### config.mk
export PLATFORM = sky130hd
export DESIGN_NAME = if_fetch_redirect
export DESIGN_NICKNAME = d
export VERILOG_FILES = /design/src/rtl/if_fetch_redirect.sv
export SDC_FILE = /design/constraint.sdc
export NUM_CORES = 1
export LEC_CHECK = 0
export ABC_AREA = 1
export CORE_MARGIN = 2
export CORE_UTILIZATION = 40
export CTS_CLUSTER_SIZE = 14
export DETAILED_ROUTE_END_ITERATION = 8
export GPL_TIMING_DRIVEN = 0
export HOLD_SLACK_MARGIN = 0.12
export PLACE_DENSITY = 0.65
export SYNTH_ARGS = -nofsm -noshare
export SYNTH_HDL_FRONTEND = slang
export SYNTH_SLANG_ARGS = --single-unit
### constraint.sdc
create_clock -name clk -period 1.6 [get_ports clk]
set_input_delay 0.4 -clock clk [delete_from_list [all_inputs] [get_ports clk]]
set_output_delay 0.4 -clock clk [all_outputs]
set_load 0.02 [all_outputs]
### src/rtl/if_fetch_redirect.sv
// IF-stage PC and fetch controller: issues I-cache reads, buffers one
// fetched instruction across stalls, and redirects on EX branches.
module if_fetch_redirect #(
  parameter logic [15:0] RESET_PC = 16'h0000,
  parameter int          SQ_CNT_W = 8
) (
  input  logic                clk,
  input  logic                rst_n,
  input  logic                branch_enable,
  input  logic [15:0]         br_addr,
  input  logic                stall,
  input  logic                icache_resp,
  input  logic [15:0]         icache_rdata,
  output logic                icache_read,
  output logic [15:0]         icache_addr,
  output logic                if_valid,
  output logic [15:0]         if_pc,
  output logic [15:0]         if_instr,
  output logic                flush,
  output logic [SQ_CNT_W-1:0] squash_count
);

  localparam logic [15:0] RST_PC = {RESET_PC[15:1], 1'b0};

  typedef enum logic [1:0] {
    FETCH,
    HOLD,
    DRAIN
  } state_t;

  state_t      state, state_nx;
  logic [15:0] pc, pc_nx;
  logic [15:0] redir_pc, redir_nx;
  logic [15:0] hold_pc, hold_instr;
  logic [15:0] tgt;
  logic        sq_sat;

  assign tgt    = {br_addr[15:1], 1'b0};
  assign flush  = branch_enable;
  assign sq_sat = (squash_count == {SQ_CNT_W{1'b1}});

  // Gated by rst_n so no request leaks out while the I-cache is in reset.
  assign icache_read = rst_n & (state == FETCH || state == DRAIN);
  assign icache_addr = pc;

  always_comb begin
    state_nx = state;
    pc_nx    = pc;
    redir_nx = redir_pc;
    unique case (state)
      FETCH: begin
        if (branch_enable) begin
          if (icache_resp) begin
            pc_nx = tgt;
          end else begin
            redir_nx = tgt;
            state_nx = DRAIN;
          end
        end else if (icache_resp) begin
          if (stall) state_nx = HOLD;
          else       pc_nx    = pc + 16'd2;
        end
      end
      HOLD: begin
        if (branch_enable) begin
          pc_nx    = tgt;
          state_nx = FETCH;
        end else if (!stall) begin
          pc_nx    = pc + 16'd2;
          state_nx = FETCH;
        end
      end
      DRAIN: begin
        // The old read must complete; the newest target is the one used.
        if (icache_resp) begin
          pc_nx    = branch_enable ? tgt : redir_pc;
          state_nx = FETCH;
        end else if (branch_enable) begin
          redir_nx = tgt;
        end
      end
      default: state_nx = FETCH;
    endcase
  end

  always_ff @(posedge clk or negedge rst_n) begin
    if (!rst_n) begin
      state    <= FETCH;
      pc       <= RST_PC;
      redir_pc <= 16'h0000;
    end else begin
      state    <= state_nx;
      pc       <= pc_nx;
      redir_pc <= redir_nx;
    end
  end

  always_ff @(posedge clk or negedge rst_n) begin
    if (!rst_n) begin
      if_valid   <= 1'b0;
      if_pc      <= 16'h0000;
      if_instr   <= 16'h0000;
      hold_pc    <= 16'h0000;
      hold_instr <= 16'h0000;
    end else if (branch_enable) begin
      if_valid   <= 1'b0;
      hold_pc    <= 16'h0000;
      hold_instr <= 16'h0000;
    end else if (!stall) begin
      if (state == FETCH && icache_resp) begin
        if_valid <= 1'b1;
        if_pc    <= pc;
        if_instr <= icache_rdata;
      end else if (state == HOLD) begin
        if_valid <= 1'b1;
        if_pc    <= hold_pc;
        if_instr <= hold_instr;
      end else begin
        if_valid <= 1'b0;
      end
    end else if (state == FETCH && icache_resp) begin
      hold_pc    <= pc;
      hold_instr <= icache_rdata;
    end
  end

  always_ff @(posedge clk or negedge rst_n) begin
    if (!rst_n) begin
      squash_count <= '0;
    end else if (branch_enable && !sq_sat) begin
      squash_count <= squash_count + SQ_CNT_W'(1);
    end
  end

endmodule

# == Word level (Yosys, flattened, before mapping) ==
# Index checks and enable logic that the tools add are counted.
# classes
add_sub_neg,2
eq_ne,13
muxes,34
bitwise,3
reduce_logical,15
# op_table
op,count
16-bit two-way mux,20
16-bit one-hot mux with 3 select lines,1
16-bit one-hot mux with 2 select lines,1
16-bit by 2-bit adder with 16-bit output (second input constant),1
2-bit two-way mux,7
2-bit != test (second input constant),6
3-bit != test (second input constant),4
8-bit by 1-bit adder with 8-bit output (second input constant),1
8-bit == test (second input constant),1
2-bit nonzero test,4
2-bit one-hot mux with 3 select lines,1
3-bit AND reduction,2
5-bit AND reduction,1
1-bit two-way mux,4
4-bit AND reduction,1
3-bit nonzero test,1
2-bit by 1-bit == test with 1-bit output (second input constant),1
2-bit == test (second input constant),1
1-bit logical AND,2
2-bit zero test,1
1-bit NOT,2
2-bit AND reduction,1
1-bit bitwise AND,1
1-bit zero test,1
1-bit logical OR,1
# word_totals
regBits,107
in_bits,37
output_inout_bits,59
wordCells,76

# == Longest topological paths before layout ==
# Gate-level depths: netlist of the first run.
# depth
ltp_word,5
depth_mapped,10
mapped_depth_nobuf,10

# == Worst setup path after synthesis of the first run ==
# No wires, ideal clock.
# synth_path
path_kind,register -> register
start,register squash_count[1]
end,register squash_count[3]
setup_ns,0.132
arrival_ns,1.402
required_ns,1.468
path_slack_ns,0.066
path_stages_with_launch,8
n_path_buf,0
period_less_slack_ns,1.534
path_cell_list,dfrtp_1 > ha_1 > nand3_1 > nor2_1 > nand2_1 > o21ai_4 > nor2_1 > xor2_1
# synth_between
elab_chain_cells,3
elab_cells_between_ends,4
cone_classes,1 x add/sub; 1 x eq/ne; 2 x reduce/logical
# synth_lines
element,line,rtl
"start, declared",20,output logic [SQ_CNT_W-1:0] squash_count
"start signal, assigned",131,squash_count <= squash_count + SQ_CNT_W'(1);
branches (longest 3 deep; another with 8-bit by 1-bit adder with 8-bit output),n/a,
# Several ways; the timed one is not identified.
# A chain may end at the register's enable or synchronous reset.

# == Worst setup path in the final report of the first run ==
# layout_path
start,"register pc[3], in the netlist icache_addr[3]"
end,output port icache_addr[3]
# layout_lines
element,line,rtl
"start, declared",32,"logic [15:0] pc, pc_nx;"
"start signal, assigned",93,pc <= pc_nx;
"end, declared",15,"output logic [15:0] icache_addr,"
# No word-level cell between the ends.

==> flow_metrics.tcl, run 1 <==
set metrics [dict create \
    grt_start_max_net_pins 39 \
    dieWidth_um 118 \
    post_route_cells_drive_above_1_share 0.131 \
    power.ir.vdd_worst_v 0.000500 \
    timing.critical_path.fanout_max 8 \
    synthFlopType "dfrtp_1" \
    ys_seq_elements 107 \
    clock-skew-final_ns 0.00347 \
    die_area_um2 13900 \
    dpl.cell_count 910 \
    drc_viols 0 \
    fill_cells 1198 \
    cp_launch_type "flip-flop" \
    netlist-cell-type-count 39 \
    path_delay_family "flip-flops" \
    placement.setup.worst_slack_ns -0.875 \
    diodes 0 \
    ctsLongestPathBuffers 2 \
    synth_seq_area_share 0.516 \
    arrival_ns 1.18 \
    io_buffers 93 \
    synth_edf_count 0 \
    drt_iter0_markers 362 \
    routabilityCongestion 0.875 \
    synth_top_cell_area_share 0.516 \
    ports_placed_on_the_boundary 96 \
    dp_hpwl_um 9780 \
    insertion_delay_ns 0.35 \
    start_util 0.411 \
    die-height_um 118 \
    max_cap_viol_count 0 \
    cts_tree "done" \
    num_rows 41 \
    layout_min_cycle_time_ns 1.58 \
    routed_wire_length_per_instance_um 14.6 \
    post-route-worst-setup-slack_ns 0.0216 \
    layout_worst_path_cycle_share 0.986 \
    cp_slowest_stage_delay_ns 0.48 \
    setup_viol 0 \
    grt_remaining_overflow 0 \
    setup_repair_after_global_routing_missed_its_margin "true" \
    synthesis.nets 683 \
    synthesis.yosys.warnings 0 \
    grt_first_pass_wirelength_um 22400 \
    maxSlewViolCount 0 \
    worst_path_bufs_invs 1 \
    grt_util_all_layers 0.200 \
    cts_root_buffer "clkbuf_16" \
    syn2layout_area_growth_pct 34.1 \
    worst-slew-pin-transition_ns 0.850 \
    cts-htree-levels 3 \
    timing.critical_path.to_type "output port" \
    crit_path_top_delay_cell "dfrtp_2" \
    hold_violations 0 \
    clock-sinks 107 \
    setup_tns_ns 0 \
    post-synth-top-area-cell "dfrtp_1" \
    drt_first_pass_iters 5 \
    finish.cell_count_without_fillers 945 \
    cp_cell_sequence "dlygate4sd2_1" \
    synth_async_sr_flop_share 1.00 \
    holdCritPathClass "in2async" \
    worst_ep_required_time_ns 1.20 \
    clkTransAtPathRegs_ns 0.07 \
    cts_inserted_buffers 9 \
    antenna_violations_before_repair 0 \
    syn_avg_cell_area_um2 8.05 \
    total_leakage_power_nw 3.54 \
    core-area_um2 12600 \
    power-per-cell-area_nw_per_um2 1230 \
    syn-cell-area_um2 5190 \
    totalWireLength_um 13800 \
    numnets_final 807 \
    max_slew_margin 0.431 \
    max_clock_freq_ghz 0.634 \
    status "completed" \
    via_count 4656 \
    ys_top_cells_by_area "dfrtp_1 52%, nand2_1 18%, inv_1 4.8%" \
    crit_type "reg2out" \
    post_drt_via_cell_ratio 4.93 \
    antenna_violating_nets_post_route 0 \
    vias_in_the_first_global_route 4567 \
    synthesis.instances 644 \
]
-- state kept, by name (all words and copies together), names as in the netlist --
register      cells
state             2
hold_pc          16
redir_pc         16
icache_addr      16
if_instr         16
squash_count      8
hold_instr       16
if_pc            16
if_valid          1
-- per-layer routing --
layer | GRT usage | vias up | wire length (um)
li1 | - | 2304 | -
met1 | 0.270 | 2217 | 6380
met2 | 0.332 | 118 | 6720
met3 | 0.0296 | 17 | 513
met4 | 0.0610 | 0 | 202
met5 | 0 | - | 0
-- per-stage QoR --
| step | hold slack [ns] | cell area (um^2) | power (W) | util |
|---|---|---|---|---|
| 2_1_floorplan | 0.104 | 5190 | 0.00487 | - |
| 3_3_place_gp | 0.463 | 6330 | 0.00597 | 0.502 |
| 3_5_place_dp | 0.408 | 6360 | 0.00604 | 0.504 |
| 4_1_cts | 0.132 | 6790 | 0.00838 | 0.538 |
| 5_1_grt | 0.144 | 6950 | 0.00897 | 0.551 |
| 6_report | 0.133 | 6950 | 0.00853 | 0.551 |
-- path summary, 6_finish.rpt --
check	from	to	slack, ns	depth (start not counted)
setup / recovery	icache_addr[3]	icache_addr[3]	0.02	1
hold / removal	rst_n	hold_instr[5]	0.13	2
setup reg to reg	squash_count[0]	squash_count[4]	0.07	8
hold reg to reg	if_pc[8]	if_pc[8]	0.48	2
max in group asynchronous	rst_n	icache_addr[13]	0.21	3
min in group clk	stall	if_valid	0.42	3
-- cells by family after synthesis --
| group | count (synthesis) | synth area share |
|---|---|---|
| flip-flops | 107 | 0.516 |
| AND/OR/NAND/NOR | 311 | 0.243 |
| buffers and inverters | 101 | 0.0861 |
| XOR/XNOR | 8 | 0.0135 |
| AO/OA/AOI/OAI | 115 | 0.136 |
| adder cells (fa/ha/maj) | 2 | 0.00482 |
-- cell usage in the layout, fill, tap and decap left out, drive strengths merged, types with 3 or more instances in the layout --
| cell | netlist | routed |
|---|---|---|
| nand2 | 252 | 252 |
| dfrtp | 107 | 107 |
| inv | 71 | 71 |
| dlygate4sd2 | 0 | 51 |
| o21ai | 48 | 48 |
| buf | 28 | 44 |
| nor2 | 37 | 37 |
| o22ai | 32 | 32 |
| clkdlybuf4s50 | 0 | 32 |
| nand3 | 16 | 16 |
| clkbuf | 2 | 13 |
| a21oi | 10 | 10 |
| xor2 | 7 | 7 |
| a211oi | 6 | 6 |
| clkdlybuf4s15 | 0 | 5 |
| a22o | 4 | 4 |
| a22oi | 3 | 3 |
| a2bb2oi | 3 | 3 |
| bufinv | 0 | 3 |
| dlygate4sd3 | 0 | 3 |
| nor3 | 3 | 3 |
| clkinv | 0 | 3 |
-- layout make-up --
class | count | area [um^2] | share of cell area
inverters | 71 | 267 | 0.0383
plain buffers | 30 | 196 | 0.0282
multi-input cells | 436 | 2120 | 0.305
well taps | 172 | 215 | 0.0309
flip-flops and latches | 107 | 2690 | 0.387
clock buffers | 9 | 225 | 0.0324
repair buffers | 113 | 1120 | 0.161
clock inverters | 7 | 116 | 0.0167
-- report_power, final --
group	internal, W	switching [W]	leakage [nW]
logic	0.00101	0.00141	2.00
clock network	0.00153	0.00100	0.165
registers	0.00316	0.000416	1.37
total	0.00570	0.00283	3.54
-- synth_stat cells, types with 4 or more instances --
| cell type | number |
|---|---|
| nand2_1 | 250 |
| inv_2 | 5 |
| a21oi_1 | 9 |
| buf_4 | 6 |
| buf_2 | 18 |
| dfrtp_1 | 107 |
| nand3_1 | 16 |
| o21ai_0 | 47 |
| o22ai_1 | 32 |
| a22o_1 | 4 |
| a211oi_1 | 6 |
| nor2_1 | 32 |
| inv_1 | 66 |
| xor2_1 | 7 |
-- repair_timing --
item                                    CTS  global route
resized for setup                        74            36
hold buffers                              4             0
endpoints found under the hold margin    38             0
pin swaps                                 1             6
setup buffers                             2            10
gates cloned                              2             1
endpoints found under the setup margin   61            95
Power figures use the tool's default switching activity.
==> run 2: changes to the inputs <==
--- a/config.mk
+++ b/config.mk
@@ -11,7 +11,8 @@
 export CTS_CLUSTER_SIZE = 14
 export DETAILED_ROUTE_END_ITERATION = 8
+export DONT_BUFFER_PORTS = 1
 export GPL_TIMING_DRIVEN = 0
 export HOLD_SLACK_MARGIN = 0.12
-export PLACE_DENSITY = 0.65
+export PLACE_DENSITY = 0.55
 export SYNTH_ARGS = -nofsm -noshare
 export SYNTH_HDL_FRONTEND = slang
==> constraint.sdc (replaced) <==
create_clock -name clk -period 1.6 [get_ports clk]
set_input_delay 0.4 -clock clk [delete_from_list [all_inputs] [get_ports clk]]
set_output_delay 0.4 -clock clk [all_outputs]
set_load 0.01 [all_outputs]
==> run 2 against run 1 <==
Compared with the run above: the run now ends with negative hold slack left; register-to-register slack barely moved; sequential share of layout area rose by 7.2 points; sequential cell count unchanged; first-iteration DRC count shrank 19%; via count decreased by 9.8%; hold slack worse by 0.39 ns; total power down 14%; highest routed layer unchanged.
==> flow_metrics.tcl, run 2 (same netlist as run 1, synthesis figures left out) <==
set metrics [dict create \
    maxSlewViolCount 0 \
    cts_root_buffer "clkbuf_16" \
    io_buffers 0 \
    timing.critical_path.to_type "flip-flop" \
    die_area_um2 13900 \
    routed_wire_length_per_instance_um 15.8 \
    r2r_worst_path_depth 8 \
    ctsLongestPathBuffers 2 \
    layout_worst_path_cycle_share 0.947 \
    timing.critical_path.fanout_max 6 \
    post-route-worst-setup-slack_ns 0.0848 \
    cts_tree "done" \
    worst_ep_required_time_ns 1.88 \
    die-height_um 118 \
    final_cell_mix "246 x nand2_1, 96 x dfrtp_1, 64 x inv_1, 45 x o21ai_0, 32 x o22ai_1" \
    cts-htree-levels 3 \
    timing.rr.end "icache_addr[11]" \
    post_route_cells_drive_above_1_share 0.144 \
    routabilityCongestion 0.848 \
    max_cap_viol_count 0 \
    grt_util_all_layers 0.195 \
    layout_commonest_cell "nand2_1" \
    setup_repair_after_global_routing_missed_its_margin "true" \
    setup_viol 0 \
    grt_start_max_net_pins 109 \
    hold_violations 107 \
    status "finished with violations" \
    reg2reg_setup_slack_ns 0.08 \
    drt_iter0_markers 295 \
    insertion_delay_ns 0.35 \
    whs_ns -0.259 \
    antenna_violating_nets_post_route 0 \
    max_slew_margin 0.663 \
    start_util 0.411 \
    numnets_final 700 \
    totalWireLength_um 13200 \
    vias_in_the_first_global_route 4048 \
    diodes 0 \
    failed_checks "negative hold slack" \
    crit_path_top_delay_cell "dfrtp_2" \
    core-area_um2 12600 \
    layout_min_cycle_time_ns 1.52 \
    clkTransAtPathRegs_ns 0.07 \
    fill_cells 1310 \
    antenna_violations_before_repair 0 \
    holdCritPathClass "in2async" \
    setup_tns_ns 0 \
    power-per-cell-area_nw_per_um2 1250 \
    cp_slowest_stage_delay_ns 0.50 \
    via_count 4202 \
    drt_first_pass_iters 5 \
    clock-skew-final_ns 0.00399 \
    clock-sinks 107 \
    drc_viols 0 \
    power.ir.vdd_worst_v 0.000678 \
    finish.cell_count_without_fillers 838 \
    cp_launch_type "flip-flop" \
    dpl.cell_count 816 \
    fin_total_pwr_w 0.00733 \
    dp_hpwl_um 9260 \
    num_rows 41 \
    crit_type "reg2reg" \
    max_clock_freq_ghz 0.660 \
    timing.rr.start "icache_addr[2]" \
    fin_area_um2 5860 \
    grt_first_pass_wirelength_um 21500 \
    dieWidth_um 118 \
    cp_cell_sequence "ha_4 > nand2_2 > nor2_2 > nand2_2 > nor2_2 > xor2_1 > nand2_1 > a2bb2oi_2" \
    placement.setup.worst_slack_ns -0.113 \
    arrival_ns 1.80 \
    cts_inserted_buffers 9 \
    total_leakage_power_nw 2.87 \
    worst-slew-pin-transition_ns 0.506 \
    post_drt_via_cell_ratio 5.01 \
    grt_remaining_overflow 0 \
    ports_placed_on_the_boundary 96 \
    placed_cell_area_um2 5400 \
    syn2layout_area_growth_pct 13.1 \
]
run 2: changes by cell type in the layout (fill, tap and decap cells not counted), moves of 5 or more:
cell             change
buf_4               -11
dlygate4sd2_1       -51
clkdlybuf4s50_1     -32
clkdlybuf4s15_1      -5
run 2: metrics by stage:
step	utilization	hold WS, ns
after floorplan	-	0.104
after global placement	0.428	0.108
after detailed placement	0.428	0.109
after CTS	0.453	-0.273
after global routing	0.465	-0.271
final	0.465	-0.259
run 2: layout make-up:
class,count,area [um^2],share of cell area
plain buffers,30,191,0.0327
inverters,71,267,0.0455
clock buffers,12,236,0.0403
multi-input cells,436,2170,0.369
flip-flops and latches,107,2690,0.459
repair buffers,6,45.0,0.00768
well taps,172,215,0.0367
clock inverters,4,51.3,0.00875
run 2: worst max-delay path, delay by kind of cell (launching register included):
family,cells,cell delay [ns]
adder cells (fa/ha/maj),1,0.20
XOR/XNOR,1,0.16
flip-flops,1,0.50
AO/OA/AOI/OAI,1,0.11
AND/OR/NAND/NOR,5,0.47
run 2: power by group:
part           internal, W  total, W  switching, W  leakage (nW)
clock network      0.00122   0.00222       0.00101         0.137
registers          0.00316   0.00381      0.000648          1.37
logic             0.000535   0.00129      0.000757          1.36
run 2: repair_timing:
action                                  in CTS  in global routing
gates resized for setup                     10                 34
endpoints found under the setup margin      13                 86
endpoints found under the hold margin      107                107
gates cloned                                 0                  0
pin swaps                                    1                  7
buffers inserted                             1                  5
run 2: how the worst max path moves through the flow:
stage                    start              end
6_report        icache_addr[2]  icache_addr[11]
5_1_grt         icache_addr[2]  icache_addr[11]
4_1_cts        squash_count[0]  squash_count[5]
3_5_place_dp    icache_addr[1]  icache_addr[15]
3_3_place_gp    icache_addr[1]   icache_addr[9]
2_1_floorplan  squash_count[1]  squash_count[4]
run 2: metal layers:
metal  track usage  routed length [um]  part of all wire
met2         0.301                6090              0.46
met3        0.0514                 870             0.066
met1         0.266                6100              0.46
met5             0                   0                 0
met4        0.0663                 194             0.015
==> RTL change 1 (settings of run 2) <==
Make the reset (`rst_n`) synchronous in 3 clocked blocks.
--- a/src/rtl/if_fetch_redirect.sv
+++ b/src/rtl/if_fetch_redirect.sv
@@ -83,7 +83,7 @@
     endcase
   end
 
-  always_ff @(posedge clk or negedge rst_n) begin
+  always_ff @(posedge clk) begin
     if (!rst_n) begin
       state    <= FETCH;
       pc       <= RST_PC;
@@ -95,7 +95,7 @@
     end
   end
 
-  always_ff @(posedge clk or negedge rst_n) begin
+  always_ff @(posedge clk) begin
     if (!rst_n) begin
       if_valid   <= 1'b0;
       if_pc      <= 16'h0000;
@@ -124,7 +124,7 @@
     end
   end
 
-  always_ff @(posedge clk or negedge rst_n) begin
+  always_ff @(posedge clk) begin
     if (!rst_n) begin
       squash_count <= '0;
     end else if (branch_enable && !sq_sat) begin
Behaviour: differs if rst_n is asserted again (counterexample within 4 cycles, from zero or initial values and one cycle with rst_n low); with rst_n held inactive, the same outputs for 4 cycles.
==> RTL change 1 against run 2 <==
Area after synthesis shrank 2.7%; sequential cell count is the same; routed wire length grew 15%; final area shrank 3.1%; setup slack lost 0.065 ns; power shrank 19%; cell count grew 8.5%; clock skew grew 0.0032 ns; largest power group unchanged.
==> RTL change 1: results (changes against run 2) <==
| Metric | Value |
|---|---|
| Status | `finished, final reports clean (was finished, violations left)` |
| Dpl ws | `-0.353 ns (was -0.113 ns)` |
| Critical path's slowest cell | `clkbuf_2 (was dfrtp_2)` |
| Count of different cell masters after synthesis | `33 (was 39)` |
| DR WL/cell | `16.7 µm (was 15.8 µm)` |
| Multi-input combinational cell count | `520 (was 436)` |
| Crit share post-route | `0.988 (was 0.947)` |
| Setup Skew | `0.00715 ns (was 0.00399 ns)` |
| Critical Path Max Stage Delay | `0.25 ns (was 0.50 ns)` |
| Multi-input logic portion of the cell area | `0.448 (was 0.369)` |
| Fin util | `0.456 (was 0.465)` |
| DR iter-0 viols | `301 (was 295)` |
| Die width | `116 µm (was 118 µm)` |
| Routability Congestion | `0.861 (was 0.848)` |
| Via count | `4944 (was 4202)` |
| Clock Sink Count | `107 (unchanged)` |
| Post-synth ARST share | `0 (was 1.00)` |
| Share of post-route cells with drive strength above 1 | `0.132 (was 0.144)` |
| Clk cell area share | `0.0530 (was 0.0491)` |
| Nets | `771 (was 700)` |
| Total GRT Usage | `0.228 (was 0.195)` |
| Peak VDD IR | `0.549 mV (was 0.678 mV)` |
| Critical-path maximum fanout | `10 (was 6)` |
| Ranking of synthesized cells by area | `dfxtp_1 42%, nand2_1 15%, a21oi_1 9.0%, o21ai_0 6.3%, nand3_1 5.4% (was dfrtp_1 52%, nand2_1 18%, inv_1 4.8%, o21ai_0 4.5%, o22ai_1 3.9%)` |
| Hold WS | `0.189 ns (was -0.259 ns)` |
| Arrival time at the worst endpoint | `1.18 ns (was 1.80 ns)` |
| Signal inverters | `41 (was 71)` |
| Vias in the first global route | `4548 (was 4048)` |
| Signal buffers share of area | `0.0517 (was 0.0403)` |
| Post-Synthesis Net Count | `758 (was 683)` |
| Crit-path leading delay family | `buffers and inverters (was flip-flops)` |
| Min-delay worst type | `input port to flip-flop (was input port to async pin)` |
| Syn avg cell area | `7.02 µm² (was 8.05 µm²)` |
| Number of fill cells | `1305 (was 1310)` |
| Worst slew margin | `0.569 (was 0.663)` |
| Cell Area, Placed | `0.00526 mm² (was 0.00540 mm²)` |
| Synth top cells by count | `200 x nand2_1, 107 x dfxtp_1, 91 x a21oi_1, 64 x o21ai_0, 54 x nand3_1 (was 250 x nand2_1, 107 x dfrtp_1, 66 x inv_1, 47 x o21ai_0)` |
| Hpwl dp | `10800 µm (was 9260 µm)` |
| Seq area share | `0.382 (was 0.459)` |
| Seq/Total Area, Yosys | `0.424 (was 0.516)` |
| Cell leakage power | `2.10 nW (was 2.87 nW)` |
==> RTL change 1: cell types whose count changed after synthesis, sizes merged, moves of 22 or more <==
cell and delta:
nand2 -45, dfrtp -107, a31oi +37, inv -30
o22ai -32, dfxtp +107, o21ai +22, nand3 +38
a21oi +82
==> RTL change 1: kinds of logic (layout without fill, tap and decap cells) <==
kind of cell,after synthesis,count (layout),synth area share
flip-flops,107,107,0.424
AND/OR/NAND/NOR,307,307,0.260
XOR/XNOR,6,6,0.0104
buffers and inverters,92,110,0.0826
adder cells (fa/ha/maj),2,2,0.00496
AO/OA/AOI/OAI,205,205,0.218
==> RTL change 1: repair_timing <==
| item | CTS | global route |
|---|---|---|
| hold buffers | 0 | 0 |
| pin swaps | 1 | 4 |
| buffers inserted | 0 | 2 |
| gates resized for setup | 12 | 34 |
| setup endpoints to repair | 17 | 47 |
==> RTL change 1: metal layers <==
metal / vias up / part of all wire / global-route usage
met3: 28 / 0.083 / 0.0545
met4: 0 / 0.028 / 0.0992
met1: 2295 / 0.45 / 0.303
li1: 2445 / - / -
met5: - / 0 / 0
met2: 176 / 0.44 / 0.355
==> RTL change 1: power by group <==
group,switching (W),leakage (nW),internal [W],total (W)
Clock,0.00116,0.149,0.00112,0.00228
Sequential,0.000186,0.880,0.00279,0.00298
Combinational,0.000466,1.07,0.000228,0.000694
==> RTL change 1: worst paths after layout <==
path,to,from,cells past startpoint
worst max-delay path,icache_read,rst_n,4
worst max register to register,icache_addr[15],icache_addr[1],9
worst min-delay path,if_instr[8],icache_rdata[8],2
worst min register to register,hold_pc[8],hold_pc[8],2
==> RTL change 2 (settings of run 2) <==
Made on the original files. The parameter `SQ_CNT_W` goes from 8 to 6.
--- a/src/rtl/if_fetch_redirect.sv
+++ b/src/rtl/if_fetch_redirect.sv
@@ -2,7 +2,7 @@
 // fetched instruction across stalls, and redirects on EX branches.
 module if_fetch_redirect #(
   parameter logic [15:0] RESET_PC = 16'h0000,
-  parameter int          SQ_CNT_W = 8
+  parameter int          SQ_CNT_W = 6
 ) (
   input  logic                clk,
   input  logic                rst_n,
Ports: changed (resized squash_count); port bits go from 96 to 94. The function was not compared with the original's and may differ.
==> RTL change 2 against run 2 <==
The run still ends with hold timing left; setup slack improved by 0.021 ns; combinational power fell by 7%; power fell by 3.6%; final area fell by 3.6%; sequential cell count fell by 2; cell count fell by 3.1%; first-iteration DRC count fell by 21%; sequential power fell by 3%; global-route usage rose by 0.49 points; routed wire length fell by 3.8%; synthesized cell count fell by 3.1%; area after synthesis fell by 3.0%.
==> RTL change 2: results (changes against run 2) <==
| Metric | Value |
|---|---|
| Hpwl dp | `9150 µm (was 9260 µm)` |
| Vias in the first global route | `4184 (was 4048)` |
| Global-route wire length before repair | `21200 µm (was 21500 µm)` |
| Via count | `4066 (was 4202)` |
| Post-synth ARST share | `1.00 (unchanged)` |
| Max Root-Sink Buffers | `2 (unchanged)` |
| Share of post-route cells with drive strength above 1 | `0.127 (was 0.144)` |
| Post-Route WL | `12700 µm (was 13200 µm)` |
| Slew @ Worst Pin | `0.548 ns (was 0.506 ns)` |
| Critical Path Max Stage Delay | `0.43 ns (was 0.50 ns)` |
| Total GRT Usage | `0.200 (was 0.195)` |
| I/O Buffers | `0 (unchanged)` |
| Routability Congestion | `0.829 (was 0.848)` |
| Area share of xor/xnor cells in the synthesized design | `0.0122 (was 0.0135)` |
| Post-DRT Antenna Nets | `0 (unchanged)` |
| Final Hold Viols | `105 (was 107)` |
| Peak VDD IR | `0.525 mV (was 0.678 mV)` |
| Top sig layer | `met4 (unchanged)` |
| Synth top cells by count | `250 x nand2_1, 105 x dfrtp_1, 62 x inv_1, 47 x o21ai_0, 32 x o22ai_1 (was 250 x nand2_1, 107 x dfrtp_1, 66 x inv_1, 47 x o21ai_0)` |
| Nets | `678 (was 700)` |
| Clock Pin Slew Worst Setup and Hold Paths | `0.07 ns (about the same)` |
| Ranking of synthesized cells by area | `dfrtp_1 52%, nand2_1 19%, o21ai_0 4.7%, inv_1 4.6%, o22ai_1 4.0% (was dfrtp_1 52%, nand2_1 18%, inv_1 4.8%, o21ai_0 4.5%, o22ai_1 3.9%)` |
| Hold WS | `-0.254 ns (was -0.259 ns)` |
| Arrival time at the worst endpoint | `1.71 ns (was 1.80 ns)` |
| Largest net degree at the start of global routing | `107 (was 109)` |
| Critical-path maximum fanout | `10 (was 6)` |
| Synth Area in Compound Gates | `0.138 (was 0.136)` |
| WL met3 | `778 µm (was 870 µm)` |
| Setup Skew | `0.00780 ns (was 0.00399 ns)` |
| Status | `finished, violations left (unchanged)` |
| Skew-Pair Late Insertion Delay | `0.35 ns (about the same)` |
| Dpl ws | `-0.146 ns (was -0.113 ns)` |
| Count of different cell masters after synthesis | `37 (was 39)` |
| Post-Synthesis Net Count | `663 (was 683)` |
| Min-delay worst type | `input port to async pin (unchanged)` |
| Drt first pass iters | `4 (was 5)` |
| Failing checks | `hold timing (unchanged)` |
| Mux share of post-synthesis cell area | `0 (unchanged)` |
| Crit-path leading delay family | `compound AO/OA/AOI/OAI gates (was flip-flops)` |
| Post-Synth Adder-Cell Area | `0.00498 (was 0.00483)` |
| Seq/Total Area, Yosys | `0.523 (was 0.516)` |
| Root buf cell | `clkbuf_16 (unchanged)` |
| Met1 wire length | `5920 µm (was 6100 µm)` |
| Routed wl met2 | `5850 µm (was 6090 µm)` |
| DR iter-0 viols | `232 (was 295)` |
| Cell leakage power | `2.80 nW (was 2.87 nW)` |
| Antenna diodes | `0 (unchanged)` |
==> RTL change 2: cell count changes after synthesis, sizes merged, moves of 3 or more <==
cell and change:
inv -5, nand3 -4, clkbuf +3, nor2 -7
a22oi +3, a21oi -5
==> RTL change 2: area by class of cell <==
type / count / area [µm²]
Tap cell: 168 / 210
Fill cell: 1238 / 6510
Inverter: 66 / 248
Buffer: 31 / 191
Clock buffer: 11 / 253
Clock inverter: 5 / 37.5
Multi-Input combinational cell: 422 / 2040
Timing Repair Buffer: 4 / 30.0
Sequential cell: 105 / 2640
==> RTL change 2: report_power, final <==
group	internal [W]	switching, W	leakage [nW]
Sequential	0.00310	0.000608	1.34
Combinational	0.000488	0.000710	1.32
Clock	0.00115	0.00101	0.138
==> RTL change 2: repair_timing <==
| action | in CTS | in global routing |
|---|---|---|
| pin swaps | 0 | 2 |
| setup buffers | 0 | 4 |
| endpoints found under the hold margin | 105 | 105 |
| endpoints found under the setup margin | 38 | 87 |
| gates resized for setup | 8 | 29 |
==> RTL change 2: final timing paths <==
kind                               from              end  slack, ns  cells after the start
max                            state[1]   icache_addr[6]       0.11                      6
min                               rst_n  squash_count[0]      -0.25                      0
max reg2reg                    state[1]   icache_addr[6]       0.11                      6
min reg2reg                redir_pc[12]     redir_pc[12]       0.48                      2
max in group asynchronous         rst_n   icache_addr[4]       1.66                      0
min in group clk             br_addr[4]      redir_pc[4]       0.15                      2
==> RTL change 2: per-stage QoR <==
stage | instances | instance area [µm²]
CTS | 808 | 5540
floorplan | 624 | 5030
global placement | 792 | 5240
finish | 812 | 5650
detailed placement | 792 | 5240
global route | 812 | 5650
==> RTL change 2: metal layers <==
metal	global-route usage	vias to the layer above
li1	-	2032
met1	0.271	1919
met2	0.308	101
met3	0.0483	14
met4	0.0849	0
met5	0	-
